## src/rtl/regfile_pkg.sv

```systemverilog
// Shared widths and encodings for the register-file writeback arbiter.
// Fill tags are short wrapping stamps; a slot never waits more than a couple of cycles.
package regfile_pkg;

    localparam int ADDR_W = 5;
    localparam int DATA_W = 32;
    localparam int TAG_W  = 3;

    localparam logic [4:0] ZERO_REG = 5'd0;

    typedef enum logic {
        SRC_ALU = 1'b0,
        SRC_MEM = 1'b1
    } src_e;

endpackage

```

## src/rtl/wb_slot.sv

```systemverilog
// One-entry writeback buffer: holds {rd,data} plus the stamp of the cycle it was filled.
// Writes to x0 complete the handshake but are never stored.
module wb_slot #(
    parameter int DATA_W = regfile_pkg::DATA_W,
    parameter int ADDR_W = regfile_pkg::ADDR_W,
    parameter int TAG_W  = regfile_pkg::TAG_W
) (
    input  logic              clk,
    input  logic              rst,
    input  logic              valid,
    output logic              ready,
    input  logic [ADDR_W-1:0] rd,
    input  logic [DATA_W-1:0] data,
    input  logic              grant,
    input  logic [TAG_W-1:0]  stamp,
    output logic              full,
    output logic [ADDR_W-1:0] slot_rd,
    output logic [DATA_W-1:0] slot_data,
    output logic [TAG_W-1:0]  tag
);

    logic accept;
    logic rd_nonzero;

    // Ready depends only on slot state so there is no valid->ready path.
    assign ready      = !full || grant;
    assign accept     = valid && ready;
    assign rd_nonzero = (rd != ADDR_W'(regfile_pkg::ZERO_REG));

    always_ff @(posedge clk) begin
        if (rst) begin
            full      <= 1'b0;
            slot_rd   <= '0;
            slot_data <= '0;
            tag       <= '0;
        end else if (accept && rd_nonzero) begin
            full      <= 1'b1;
            slot_rd   <= rd;
            slot_data <= data;
            tag       <= stamp;
        end else if (grant) begin
            full      <= 1'b0;
        end
    end

endmodule

```

## src/rtl/regfile_wb_arbiter.sv

```systemverilog
// Arbitrates the single register-file write port between ALU and load writeback, oldest fill first,
// and flags decode RAW hazards against writes still sitting in the buffers.
module regfile_wb_arbiter #(
    parameter int DATA_W        = regfile_pkg::DATA_W,
    parameter int ADDR_W        = regfile_pkg::ADDR_W,
    parameter bit TIE_MEM_FIRST = 1'b1
) (
    input  logic              clk,
    input  logic              rst,
    input  logic              alu_valid,
    output logic              alu_ready,
    input  logic [ADDR_W-1:0] alu_rd,
    input  logic [DATA_W-1:0] alu_data,
    input  logic              mem_valid,
    output logic              mem_ready,
    input  logic [ADDR_W-1:0] mem_rd,
    input  logic [DATA_W-1:0] mem_data,
    output logic              reg_write,
    output logic [ADDR_W-1:0] write_reg,
    output logic [DATA_W-1:0] write_data,
    input  logic [ADDR_W-1:0] chk_reg1,
    input  logic [ADDR_W-1:0] chk_reg2,
    output logic              hazard1,
    output logic              hazard2
);

    localparam int TAG_W = regfile_pkg::TAG_W;

    logic [TAG_W-1:0]  stamp;
    logic              alu_full, mem_full;
    logic [ADDR_W-1:0] alu_slot_rd, mem_slot_rd;
    logic [DATA_W-1:0] alu_slot_data, mem_slot_data;
    logic [TAG_W-1:0]  alu_tag, mem_tag;
    logic [TAG_W-1:0]  alu_age, mem_age;
    logic              alu_grant, mem_grant, any_grant;
    regfile_pkg::src_e grant_src;

    always_ff @(posedge clk) begin
        if (rst) stamp <= '0;
        else     stamp <= stamp + 1'b1;
    end

    wb_slot #(.DATA_W(DATA_W), .ADDR_W(ADDR_W), .TAG_W(TAG_W)) u_alu_slot (
        .clk(clk), .rst(rst), .valid(alu_valid), .ready(alu_ready),
        .rd(alu_rd), .data(alu_data), .grant(alu_grant), .stamp(stamp),
        .full(alu_full), .slot_rd(alu_slot_rd), .slot_data(alu_slot_data), .tag(alu_tag)
    );

    wb_slot #(.DATA_W(DATA_W), .ADDR_W(ADDR_W), .TAG_W(TAG_W)) u_mem_slot (
        .clk(clk), .rst(rst), .valid(mem_valid), .ready(mem_ready),
        .rd(mem_rd), .data(mem_data), .grant(mem_grant), .stamp(stamp),
        .full(mem_full), .slot_rd(mem_slot_rd), .slot_data(mem_slot_data), .tag(mem_tag)
    );

    // Age in cycles since fill; modular difference is safe because waits are short.
    assign alu_age = stamp - alu_tag;
    assign mem_age = stamp - mem_tag;

    always_comb begin
        grant_src = regfile_pkg::SRC_ALU;
        if (alu_full && mem_full) begin
            if ((mem_age > alu_age) || ((mem_age == alu_age) && TIE_MEM_FIRST))
                grant_src = regfile_pkg::SRC_MEM;
        end else if (mem_full) begin
            grant_src = regfile_pkg::SRC_MEM;
        end
        any_grant = alu_full || mem_full;
        alu_grant = any_grant && (grant_src == regfile_pkg::SRC_ALU);
        mem_grant = any_grant && (grant_src == regfile_pkg::SRC_MEM);
    end

    always_ff @(posedge clk) begin
        if (rst) begin
            reg_write  <= 1'b0;
            write_reg  <= '0;
            write_data <= '0;
        end else begin
            reg_write <= any_grant;
            if (mem_grant) begin
                write_reg  <= mem_slot_rd;
                write_data <= mem_slot_data;
            end else if (alu_grant) begin
                write_reg  <= alu_slot_rd;
                write_data <= alu_slot_data;
            end
        end
    end

    // The output stage is bypassed by the register file, so only buffered entries are hazards.
    assign hazard1 = (chk_reg1 != ADDR_W'(regfile_pkg::ZERO_REG)) &&
                     ((alu_full && (alu_slot_rd == chk_reg1)) || (mem_full && (mem_slot_rd == chk_reg1)));
    assign hazard2 = (chk_reg2 != ADDR_W'(regfile_pkg::ZERO_REG)) &&
                     ((alu_full && (alu_slot_rd == chk_reg2)) || (mem_full && (mem_slot_rd == chk_reg2)));

endmodule

```

## config.mk

```make
export PLATFORM = sky130hd
export DESIGN_NAME = regfile_wb_arbiter
export DESIGN_NICKNAME = d
export VERILOG_FILES = /design/src/rtl/regfile_pkg.sv /design/src/rtl/wb_slot.sv /design/src/rtl/regfile_wb_arbiter.sv
export SDC_FILE = /design/constraint.sdc
export NUM_CORES = 1
export LEC_CHECK = 0
export BUFFER_PORTS_ARGS = -buffer_cell sky130_fd_sc_hd__buf_2
export CORE_MARGIN = 2
export CORE_UTILIZATION = 30
export DETAILED_ROUTE_END_ITERATION = 12
export GPL_TIMING_DRIVEN = 1
export PLACE_DENSITY = 0.52
export SLEW_MARGIN = 20
export SYNTH_ARGS = -nofsm -noshare
export SYNTH_HDL_FRONTEND = slang
export SYNTH_SLANG_ARGS = --single-unit
```

## constraint.sdc

```tcl
create_clock -name clk -period 5.7 [get_ports clk]
set_input_delay 0.285 -clock clk [delete_from_list [all_inputs] [get_ports clk]]
set_output_delay 0.285 -clock clk [all_outputs]
set_load 0.02 [all_outputs]
```

## Word level (Yosys, flattened, before mapping)

Cells that the tools add are included.

- Add/sub/neg operators: 3
- $lt $le $gt $ge: 1
- Equal/unequal tests: 5
- Muxes and demuxes: 11
- Bitwise operators: 1
- Reduce and logical (&&, ||, !) cells: 28

Operators by type and width:

| operator | count |
|---|---|
| $mux 32 | 2 |
| $eq 5x5->1 | 4 |
| $reduce_bool 5->1 | 4 |
| $logic_and 1x1->1 | 13 |
| $mux 5 | 2 |
| $mux 1 | 7 |
| $logic_or 1x1->1 | 6 |
| $reduce_bool 2->1 | 3 |
| $sub 3x3->3 | 2 |
| $add 3x1->3 const B | 1 |
| $eq 3x3->1 | 1 |
| $gt 3x3->1 | 1 |
| $logic_not 1->1 | 2 |
| $not 1->1 | 1 |

- Register bits after elaboration: 123
- Input port bits: 88
- Output and inout port bits: 42

## Logic depth before layout (Yosys ltp)

Gate-level depths: netlist of the first run.

- Depth in word-level cells: 11
- Depth in mapped cells: 13
- Mapped depth without buffers: 13

## Cells and area by module

A second synthesis of the first run with hierarchy kept.

- Cell total of the unflattened synthesis: 639
- Area total of the unflattened synthesis: 6122.1 sq um

Modules (own cells, without submodules):

| module | instances | cells each | area each (sq um) | seq. area each (sq um) |
|---|---|---|---|---|
| wb_slot | 2 | 180 | 1843.0 | 820.8 |
| regfile_wb_arbiter | 1 | 279 | 2436.1 | 820.8 |

## Worst setup path before layout of the first run

OpenSTA, ideal clock, no wires.

- Kind: flip-flop to flip-flop
- Start: register stamp[0]
- End: register write_data[10]
- Setup time: 0.059 ns
- Arrival: 2.690 ns
- Data required time: 5.641 ns
- Slack: 2.951 ns
- Stages on the path, launching flop included: 12
- Path buffers: 1
- Cell sequence: dfxtp_1 inv_1 ha_1 fa_1 xor2_1 xnor2_1 ha_1 a21oi_1 o21ai_2 a211oi_2 buf_4 a221o_1

- Longest elaborated chain between the ends: 8
- Elaborated cells on any way between the ends: 12

RTL lines:

| element | RTL line | source |
|---|---|---|
| start, declared | regfile_wb_arbiter.sv:29 | `logic [TAG_W-1:0] stamp;` |
| start signal, assigned | regfile_wb_arbiter.sv:40 | `else stamp <= stamp + 1'b1;` |
| $sub 3x3->3 (on tied branches) | regfile_wb_arbiter.sv:57, regfile_wb_arbiter.sv:56 |  |
| $gt 3x3->1 / $eq 3x3->1 (equally long branches) | regfile_wb_arbiter.sv:62 | `if ((mem_age > alu_age) \|\| ((mem_age == alu_age) && TIE_MEM_FIRST))` |
| $logic_or 1x1->1 * | regfile_wb_arbiter.sv:62 |  |
| $mux 1 * | regfile_wb_arbiter.sv:62 |  |
| $mux 1 * | regfile_wb_arbiter.sv:61 | `if (alu_full && mem_full) begin` |
| $not 1->1 | regfile_wb_arbiter.sv:68 | `alu_grant = any_grant && (grant_src == regfile_pkg::SRC_ALU);` |
| $logic_and 1x1->1 | regfile_wb_arbiter.sv:68 |  |
| $reduce_bool 2->1 (no line) | n/a |  |
| end signal, assigned | regfile_wb_arbiter.sv:81 | `write_data <= mem_slot_data;` |
| end signal, assigned | regfile_wb_arbiter.sv:84 | `write_data <= alu_slot_data;` |
| end, declared | regfile_wb_arbiter.sv:20 | `output logic [DATA_W-1:0] write_data,` |

Every way passes the cells marked *; elsewhere a longest branch is shown, timed or not.
A chain may end at the register's enable or synchronous reset.

## Worst setup path after layout of the first run

- Start: register stamp[0]
- End: register u_alu_slot.slot_data[12]

- Longest elaborated chain between the ends: 10
- Elaborated cells on any way between the ends: 12

RTL lines:

| element | RTL line | source |
|---|---|---|
| $sub 3x3->3 (on tied branches) | regfile_wb_arbiter.sv:57, regfile_wb_arbiter.sv:56 |  |
| $gt 3x3->1 / $eq 3x3->1 (equally long branches) | regfile_wb_arbiter.sv:62 |  |
| $logic_or 1x1->1 * | regfile_wb_arbiter.sv:62 |  |
| $mux 1 * | regfile_wb_arbiter.sv:62 |  |
| $mux 1 * | regfile_wb_arbiter.sv:61 |  |
| $not 1->1 * | regfile_wb_arbiter.sv:68 |  |
| $logic_and 1x1->1 * | regfile_wb_arbiter.sv:68 |  |
| $logic_or 1x1->1 * | wb_slot.sv:26 | `assign ready = !full \|\| grant;` |
| $logic_and 1x1->1 * | wb_slot.sv:27 | `assign accept = valid && ready;` |
| $logic_and 1x1->1 * | wb_slot.sv:36 | `end else if (accept && rd_nonzero) begin` |
| end signal, assigned | wb_slot.sv:39 | `slot_data <= data;` |
| end, declared | wb_slot.sv:18 | `output logic [DATA_W-1:0] slot_data,` |

Marks and branches as above.

==> metrics.yaml, run 1 <==
status: "finished clean"
syn_area_um2: 5650
vias: 4287
cp_cell_sequence: "inv_1, ha_1, fa_1, xor2_1, xnor2_1, ha_1, a21oi_1, o21ai_2, a21oi_4, buf_4, mux2i_1"
drt_iter0_drc: 186
grt_pass1_wl_um: 22900
min_from: "mem_data[9]"
cts.sinks: 123
worst_ep_required_time_ns: 6.04
wl_um: 14300
synth_cell_types: 32
io-pin-count: 130
cts_tree: "yes"
period_needed_ns: 3.61
worstHoldEndpoint: "u_mem_slot.slot_data[9]"
path_max_fanout: 24
fmaxAchievable_mhz: 277
grt_setup_unrepaired: "no"
maxCapViolCount: 0
tns_ns: 0
hold_violations: 0
dp_cells: 885
grt_usage_pct: 14.5
grt-ovfl-total: 0
syn_to_final_growth_pct: 24.7
drive_above_1_share_pct: 25.6
die_h_um: 141
core_um2: 18600
port-buffer-count: 129
cp_data_arrival_time_ns: 3.95
synth_simple_gate_area_share_pct: 23.8
diodes: 0
final_antenna_net_count: 0
synth_compound_area_share_pct: 9.42
gp_congestion: 0.840
drt_first_pass_iters: 4
grt_max_degree: 86
dpl.hpwl_um: 9710
antenna_found_initial: 0
endpoint_kind: "register"
clk_latency_ns: 0.41
timing.slew.headroom_pct: 28.3
clock_skew_ns: 0.0103
synthAdderAreaFrac_pct: 2.04
ir_drop_uv: 183
cts_setup_buffers: 0
worstHoldPathType: "in -> reg"
h-tree-depth: 4
synth_seq_cells: 123
synthCells: 551
drc: 0
worst_pin_slew_ns: 1.07
worst-r2r-setup-slack_ns: 2.09
ys_top_cells_by_area: "dfxtp_1 (44%), nand2b_1 (17%), mux2i_1 (13%)"
synth_area_per_cell_um2: 10.2
cts_hold_buf: 0
hold_path_depth: 3
slew_viol_final: 0
cts_resized: 0
stdcell_count: 917
cellLeakagePower_nw: 3.11
crit_type: "reg -> reg"
synth_xor_area_share_pct: 3.88
start_util_pct: 30.4
final_util_pct: 37.9
synthMuxAreaShare_pct: 13.3
cts_root_buf: "clkbuf_16"
avgViaCountPerCell: 4.68
yosys.area.top_type_share_pct: 43.6
cpMaxStageDelayCell: "a21oi_4"
dp_slack_ns: 2.07
seqCellArea_um2: 2460
multi_input_area_um2: 2990
cpPeakStageDelay_ns: 0.86
r2r_end: "u_alu_slot.slot_data[12]"
post-route-period-util_pct: 63.4
worst_r2r_startpoint: "stamp[0]"
start_kind: "register"
fin_nets: 766
critPathMostFrequentCell: "ha_1"
routedWlPerCell_um: 15.5
rows: 50
fillCellCount: 1845
synth_top_cell_by_area: "dfxtp_1"
synth_top_family_by_area: "simple AND/OR/NAND/NOR gates"
clock_path_buffers: 2
numCtsBuffers: 17
reg2reg_depth: 11
clk_pin_slew_ns: 0.06
synth_fp_nets: 647
finalSetupViolCount: 0
finalWorstSetupSlack_ns: 2.09
top_regs: "u_alu_slot.slot_data (32), u_mem_slot.slot_data (32), write_data (32)"
critPathLaunch: "stamp[0]"
p_per_area_nw_per_um2: 326
die_w_um: 141
synth_seq_area_share_pct: 43.6
dieArea_um2: 19900
grt_pass1_vias: 4448
synth_warnings: 0
## synthesized netlist by cell type
master and instances:
a211oi_2 1, a211oi_4 1, a21o_1 1, a21oi_1 6, a21oi_2 2, a221o_1 37
and2_1 38, buf_2 6, buf_4 3, buf_6 5, clkbuf_1 21, clkinv_1 1
dfxtp_1 123, fa_1 2, ha_1 6, inv_1 8, mux2i_1 75, nand2_1 6
nand2b_1 153, nand3_1 4, nand4b_1 1, nor2_1 6, nor2b_1 2, nor3_2 1
nor4_1 4, o21a_1 1, o21ai_1 1, o21ai_2 3, o32ai_1 4, or4_1 4
xnor2_1 7, xor2_1 18
## placed cells by master (no fill, tap or decap)
master / synthesis / final
nand2b_1: 153 / 153
buf_2: 6 / 128
dfxtp_1: 123 / 123
mux2i_1: 75 / 75
and2_1: 38 / 38
a221o_1: 37 / 37
xor2_1: 18 / 18
clkbuf_16: 0 / 17
inv_1: 8 / 8
xnor2_1: 7 / 7
inv_6: 0 / 7
buf_4: 3 / 7
nor2_1: 6 / 6
a21oi_1: 6 / 6
nand2_1: 6 / 6
ha_1: 6 / 6
nor4_1: 4 / 4
nand3_1: 4 / 4
or4_1: 4 / 4
o32ai_1: 4 / 4
o21ai_2: 3 / 3
inv_8: 0 / 3
nor2b_1: 2 / 2
a21oi_4: 0 / 2
a211oi_4: 1 / 2
fa_1: 2 / 2
clkinvlp_4: 0 / 2
clkinv_4: 0 / 2
clkinv_1: 1 / 1
o21a_1: 1 / 1
nor3_4: 0 / 1
nand4b_1: 1 / 1
o21ai_1: 1 / 1
a21o_1: 1 / 1
clkbuf_8: 0 / 1
## metrics by stage
step	hold WS (ns)	total power, mW	cell area, um^2
after floorplan	0.430	1.18	5650
after global placement	0.445	1.28	6470
after detailed placement	0.446	1.29	6470
after CTS	0.108	2.33	7040
after global routing	0.114	2.40	7040
final	0.125	2.29	7040
## worst max path at each step
stage / endpoint / slack, ns / depth (start not counted)
after floorplan: write_data[10] / 2.95 / 11
after global placement: u_alu_slot.slot_data[16] / 2.16 / 11
after global routing: u_alu_slot.slot_data[2] / 1.78 / 11
after CTS: u_alu_slot.slot_data[12] / 2.05 / 11
final: u_alu_slot.slot_data[12] / 2.09 / 11
after detailed placement: u_alu_slot.slot_data[12] / 2.07 / 11
## layer usage
metal	track usage, %	wire length [um]	vias up
li1	-	-	2134
met1	19.7	7020	2017
met2	22.5	6320	126
met3	4.08	756	10
met4	4.53	150	0
met5	0	0	-
## logic make-up after synthesis
kind of cell	Yosys count
muxes	75
DFF	123
and+or+nand+nor	219
xor gates and xnor gates	25
adders and majority gates	8
buffers and inverters	44
AOI/OAI and AO/OA	57
## where the power goes
| group | total (mW) | switching, mW | internal (mW) |
|---|---|---|---|
| sequential | 0.960 | 0.0417 | 0.918 |
| clock | 1.03 | 0.441 | 0.587 |
| combinational | 0.305 | 0.169 | 0.136 |
## area by class of cell
cell class                 count  area share (%)
multi-input combinational    384            42.5
tap                          234            4.16
clock buffer                  18            6.24
sequential                   123            35.0
inverter                       9           0.480
timing repair buffer         135            9.85
clock inverter                14            1.81
## critical path, delay by kind of cell, from the launching register on
family | cells | cell delay (ns)
adder cells (fa/ha/maj) | 3 | 0.87
XOR/XNOR | 2 | 0.29
multiplexers | 1 | 0.23
buffers and inverters | 2 | 0.52
flip-flops | 1 | 0.36
AO/OA/AOI/OAI | 3 | 1.25
Power figures use the tool's default switching activity.
==> inputs of run 2 (changes only) <==
clock period = 3.6 ns   (was 5.7 ns; I/O delays follow)
==> metrics.yaml, run 2 (synthesis results as in run 1) <==
slew_viol_final: 0  # unchanged
cp.depth: 11  # unchanged
grt_max_degree: 87  # was 86
fmaxAchievable_mhz: 300
grt_usage_pct: 14.6  # was 14.5%
final_util_pct: 38.7  # was 37.9%
power_frac_seq_pct: 39.3  # was 41.9%
crit_type: "reg -> out"  # was reg -> reg
clkPwrFrac_pct: 48.0  # was 44.8%
worstHoldEndpoint: "u_alu_slot.slot_data[7]"  # was u_mem_slot.slot_data[9]
p_switching_mw: 0.966  # was 0.651 mW
io-pin-count: 130  # unchanged
status: "finished clean"  # unchanged
p_per_area_nw_per_um2: 538  # was 326 nW/um^2
start_kind: "register"  # unchanged
grt_pass1_wl_um: 22600  # was 22900 um
drive_above_1_share_pct: 26.0  # was 25.6%
path_max_fanout: 4  # was 24
gp_congestion: 0.837  # was 0.840
clock_skew_ns: 0.00966  # was 0.0103 ns
hold_path_depth: 3  # unchanged
drt_iter0_drc: 193  # was 186
clock_path_buffers: 2  # unchanged
critPathMostFrequentCell: "ha_1"  # unchanged
syn_to_final_growth_pct: 27.3  # was 24.7%
worstHoldPathType: "in -> reg"  # unchanged
h-tree-depth: 4  # unchanged
final_antenna_net_count: 0  # unchanged
die_w_um: 141  # unchanged
post-route-period-util_pct: 92.5
internal-power_mw: 2.90  # was 1.64 mW
core_um2: 18600  # unchanged
cp_data_arrival_time_ns: 3.15  # was 3.95 ns
cp_num_buf_inv: 3  # was 2
cts_tree: "yes"  # unchanged
antenna_found_initial: 0  # unchanged
vias: 4320  # was 4287
min_from: "alu_data[7]"  # was mem_data[9]
dp_slack_ns: 0.119  # was 2.07 ns
die_h_um: 141  # unchanged
final_common_cell: "nand2b_1"  # unchanged
drc: 0  # unchanged
clk_latency_ns: 0.42  # was 0.41 ns
endpoint_kind: "output pin"  # was register
diodes: 0  # unchanged
dpl.hpwl_um: 9910  # was 9710 um
switching_share_pct: 25.0  # was 28.4%
finalSetupViolCount: 0  # unchanged
start_util_pct: 30.4  # unchanged
reg2reg_depth: 12  # was 11
maxCapViolCount: 0  # unchanged
worst-r2r-setup-slack_ns: 0.62  # was 2.09 ns
clk_pin_slew_ns: 0.06  # about the same
timing.slew.headroom_pct: 51.5  # was 28.3%
grt-ovfl-total: 0  # unchanged
most-common-layout-cells: "nand2b_1 (153), buf_2 (128), dfxtp_1 (123), mux2i_1 (75), and2_1 (38)"  # unchanged
cp_cell_sequence: "inv_1, ha_1, fa_1, xor2_1, xnor2_1, ha_1, a21oi_1, o21ai_2, nor2_1, clkinv_1, buf_2"  # was inv_1, ha_1, fa_1, xor2_1, xnor2_1, ha_1, a21oi_1, o21ai_2, a21oi_4, buf_4, mux2i_1
cts_resized: 0  # unchanged
top_regs: "u_alu_slot.slot_data (32), u_mem_slot.slot_data (32), write_data (32)"  # unchanged
routedWlPerCell_um: 15.4  # was 15.5 um
crit_family: "adder cells"  # was compound AO/OA/AOI/OAI gates
worst_r2r_startpoint: "stamp[0]"  # unchanged
ir_drop_uv: 309  # was 183 uV
fin_nets: 774  # was 766
grt_setup_unrepaired: "no"  # unchanged
avgViaCountPerCell: 4.67  # was 4.68
finalWorstSetupSlack_ns: 0.269  # was 2.09 ns
cpMaxStageDelayCell: "fa_1"  # was a21oi_4
cellLeakagePower_nw: 3.19  # was 3.11 nW
drt_first_pass_iters: 4  # unchanged
dieArea_um2: 19900  # unchanged
cts.sinks: 123  # unchanged
r2r_end: "u_mem_slot.tag[0]"  # was u_alu_slot.slot_data[12]
worst_ep_required_time_ns: 3.42  # was 6.04 ns
hold_violations: 0  # unchanged
numCtsBuffers: 17  # unchanged
port-buffer-count: 129  # unchanged
wl_um: 14300  # about the same
rows: 50  # unchanged
tns_ns: 0  # unchanged
cts_root_buf: "clkbuf_16"  # unchanged
grt_pass1_vias: 4374  # was 4448
worst_pin_slew_ns: 0.728  # was 1.07 ns
power_frac_comb_pct: 12.6  # was 13.3%
cpPeakStageDelay_ns: 0.38  # was 0.86 ns
period_needed_ns: 3.33
==> run 2: layout make-up <==
cell class / count / area (um^2)
clock buffer: 17 / 425
clock inverter: 15 / 223
fill: 1862 / 11400
inverter: 9 / 33.8
multi-input combinational: 384 / 2990
sequential: 123 / 2460
tap: 234 / 293
timing repair buffer: 143 / 761
==> run 2: worst register-to-register path, cell delays in order (launching register included) <==
cell      delay (ns)
dfxtp_1         0.37
inv_1           0.08
ha_1            0.22
fa_1            0.39
xor2_1          0.16
xnor2_1         0.14
ha_1            0.29
a21oi_1         0.22
o21ai_2         0.15
nor2_1          0.31
clkinv_1        0.20
nand2b_1        0.18
mux2i_1         0.19
==> run 2: per-stage QoR <==
stage | instance area, um^2 | power [mW] | hold slack, ns | cells
3_5_place_dp | 6490 | 2.04 | 0.448 | 887
6_report | 7190 | 3.87 | 0.0211 | 925
4_1_cts | 7170 | 3.92 | 0.000592 | 922
5_1_grt | 7190 | 4.04 | 0.00586 | 925
3_3_place_gp | 6490 | 2.03 | 0.443 | 887
2_1_floorplan | 5650 | 1.86 | 0.330 | 551
==> run 2: worst max path at each step <==
stage,endpoint,slack (ns),startpoint
finish,mem_ready,0.27,stamp[0]
global route,mem_ready,0.02,stamp[0]
CTS,write_reg[3],0.1,stamp[0]
detailed placement,write_reg[3],0.12,stamp[0]
global placement,write_reg[0],0.22,stamp[0]
floorplan,write_data[10],0.85,stamp[0]
==> run 2: timing repair <==
action	CTS	global route
hold endpoints to repair	3	0
setup buffers	0	3
hold buffers	3	0
setup endpoints to repair	0	21
==> run 2: routing by layer <==
layer	vias up	part of all wire, %	GRT usage (%)
li1	2142	-	-
met1	2043	48	19.0
met2	123	45	23.2
met3	12	6.0	4.65
met4	0	0.83	4.11
met5	-	0	0
==> run 2: power by group through the flow <==
| stage | Combinational [mW] | Sequential, mW | Clock (mW) |
|---|---|---|---|
| floorplan | 0.305 | 1.56 | 0 |
| global placement | 0.477 | 1.55 | 0 |
| detailed placement | 0.487 | 1.55 | 0 |
| CTS | 0.492 | 1.52 | 1.90 |
| global route | 0.540 | 1.53 | 1.97 |
| finish | 0.488 | 1.52 | 1.86 |
==> inputs of run 3 (changes only) <==
clock period = 3.9 ns   (was 3.6 ns; I/O delays follow)
==> metrics.yaml, run 3 (synthesis results as in run 1) <==
status: "finished clean"  # unchanged
vias: 4362  # was 4320
antenna_found_initial: 0  # unchanged
finalSetupViolCount: 0  # unchanged
avgViaCountPerCell: 4.74  # was 4.67
dp_slack_ns: 0.506  # was 0.119 ns
drc: 0  # unchanged
cts_setup_buffers: 0  # unchanged
start_kind: "register"  # unchanged
hold_violations: 0  # unchanged
most-common-layout-cells: "nand2b_1 (153), buf_2 (128), dfxtp_1 (123), mux2i_1 (75), and2_1 (38)"  # unchanged
internal-power_mw: 2.56  # was 2.90 mW
reg2reg_depth: 11  # was 12
io-pin-count: 130  # unchanged
slew_viol_final: 0  # unchanged
gp_congestion: 0.791  # was 0.837
finalWorstSetupSlack_ns: 0.540  # was 0.269 ns
diodes: 0  # unchanged
cts.sinks: 123  # unchanged
fillCellCount: 1844  # was 1862
cts_resized: 0  # unchanged
numCtsBuffers: 17  # unchanged
top_regs: "u_alu_slot.slot_data (32), u_mem_slot.slot_data (32), write_data (32)"  # unchanged
worst_r2r_startpoint: "stamp[0]"  # unchanged
clkPwrFrac_pct: 46.8  # was 48.0%
p_per_area_nw_per_um2: 490  # was 538 nW/um^2
period_needed_ns: 3.36
drive_above_1_share_pct: 25.9  # was 26.0%
multi_input_area_um2: 2990  # unchanged
routedWlPerCell_um: 15.3  # was 15.4 um
final_common_cell: "nand2b_1"  # unchanged
cts_hold_buf: 0  # was 3
seqCellArea_um2: 2460  # unchanged
cpPeakStageDelay_ns: 0.69  # was 0.38 ns
wl_um: 14100  # was 14300 um
power_frac_comb_pct: 12.8  # was 12.6%
worst-r2r-setup-slack_ns: 0.54  # was 0.62 ns
grt_pass1_wl_um: 22600  # about the same
ir_drop_uv: 292  # was 309 uV
path_max_fanout: 23  # was 4
post-route-period-util_pct: 86.1
r2r_end: "write_data[21]"  # was u_mem_slot.tag[0]
grt-ovfl-total: 0  # unchanged
tns_ns: 0  # unchanged
cp_data_arrival_time_ns: 3.72  # was 3.15 ns
drt_iter0_drc: 165  # was 193
worstHoldEndpoint: "u_alu_slot.slot_data[25]"  # was u_alu_slot.slot_data[7]
timing.slew.headroom_pct: 38.6  # was 51.5%
clk_pin_slew_ns: 0.06  # about the same
hold_path_depth: 3  # unchanged
rows: 50  # unchanged
hold_ws_ns: 0.0299  # was 0.0211 ns
cts_tree: "yes"  # unchanged
start_util_pct: 30.4  # unchanged
cp_num_buf_inv: 2  # was 3
worst_ep_required_time_ns: 4.26  # was 3.42 ns
fmaxAchievable_mhz: 298
core_um2: 18600  # unchanged
dieArea_um2: 19900  # unchanged
clock_skew_ns: 0.00614  # was 0.00966 ns
maxCapViolCount: 0  # unchanged
power_frac_seq_pct: 40.3  # was 39.3%
critPathMostFrequentCell: "ha_1"  # unchanged
switching_share_pct: 26.5  # was 25.0%
grt_pass1_vias: 4387  # was 4374
crit_type: "reg -> reg"  # was reg -> out
cpMaxStageDelayCell: "a211oi_4"  # was fa_1
endpoint_kind: "register"  # was output pin
cp.depth: 11  # unchanged
cp_cell_sequence: "inv_1, ha_1, fa_1, xor2_1, xnor2_1, ha_1, nand2_1, o21a_1, a211oi_4, buf_4, a221o_1"  # was inv_1, ha_1, fa_1, xor2_1, xnor2_1, ha_1, a21oi_1, o21ai_2, nor2_1, clkinv_1, buf_2
final_antenna_net_count: 0  # unchanged
clock_path_buffers: 2  # unchanged
port-buffer-count: 129  # unchanged
p_switching_mw: 0.923  # was 0.966 mW
grt_max_degree: 128  # was 87
die_w_um: 141  # unchanged
worst_pin_slew_ns: 0.921  # was 0.728 ns
dpl.hpwl_um: 9740  # was 9910 um
fin_nets: 769  # was 774
min_from: "alu_data[25]"  # was alu_data[7]
worstHoldPathType: "in -> reg"  # unchanged
cts_root_buf: "clkbuf_16"  # unchanged
clk_latency_ns: 0.42  # about the same
syn_to_final_growth_pct: 25.9  # was 27.3%
grt_setup_unrepaired: "no"  # unchanged
cellLeakagePower_nw: 3.15  # was 3.19 nW
drt_first_pass_iters: 4  # unchanged
die_h_um: 141  # unchanged
h-tree-depth: 4  # unchanged
crit_family: "compound AO/OA/AOI/OAI gates"  # was adder cells
grt_usage_pct: 14.4  # was 14.6%
run 3: changes by cell type in the layout (fill, tap and decap cells not counted):
| cell | before | now |
|---|---|---|
| clkinvlp_4 | 3 | 2 |
| clkinv_4 | 3 | 5 |
| dlygate4sd3_1 | 3 | 0 |
| bufinv_16 | 5 | 3 |
| clkinv_2 | 3 | 1 |
| inv_6 | 1 | 4 |
| buf_4 | 12 | 10 |
run 3: per-stage QoR:
stage	total power, mW	std cells	cell area [um^2]	util (%)
6_report	3.48	920	7110	38.3
5_1_grt	3.63	920	7110	38.3
4_1_cts	3.53	920	7110	38.3
3_5_place_dp	1.88	888	6500	35.0
3_3_place_gp	1.87	888	6500	35.0
2_1_floorplan	1.72	551	5650	-
run 3: worst max path at each step:
stage                         from             end  slack, ns
after floorplan           stamp[0]  write_data[10]       1.15
after global placement    stamp[0]    write_reg[1]       0.57
after detailed placement  stamp[0]  write_data[21]       0.51
after CTS                 stamp[0]  write_data[21]       0.49
after global routing      stamp[0]    write_reg[1]       0.31
final                     stamp[0]  write_data[21]       0.54
run 3: layout make-up:
| type | count | share of cell area [%] |
|---|---|---|
| clock buffer | 17 | 5.98 |
| clock inverter | 15 | 2.66 |
| inverter | 9 | 0.475 |
| multi-input combinational | 384 | 42.1 |
| sequential | 123 | 34.6 |
| tap | 234 | 4.12 |
| timing repair buffer | 138 | 10.1 |
run 3: tightest hold or removal path: stages:
cell and delay, ns:
buf_2 0.10, nand2b_1 0.05, mux2i_1 0.06
run 3: power by group through the flow:
stage,logic [mW],clock network (mW),registers (mW)
2_1_floorplan,0.281,0,1.44
3_3_place_gp,0.444,0,1.43
3_5_place_dp,0.453,0,1.43
4_1_cts,0.455,1.67,1.40
5_1_grt,0.491,1.72,1.41
6_report,0.446,1.63,1.40
run 3: layer usage:
metal  vias up  wire length (um)  track usage, %
li1       2139                 -               -
met1      2084              6760            19.1
met2       118              6310            22.3
met3        21               738            3.94
met4         0               249            5.79
met5         -                 0               0
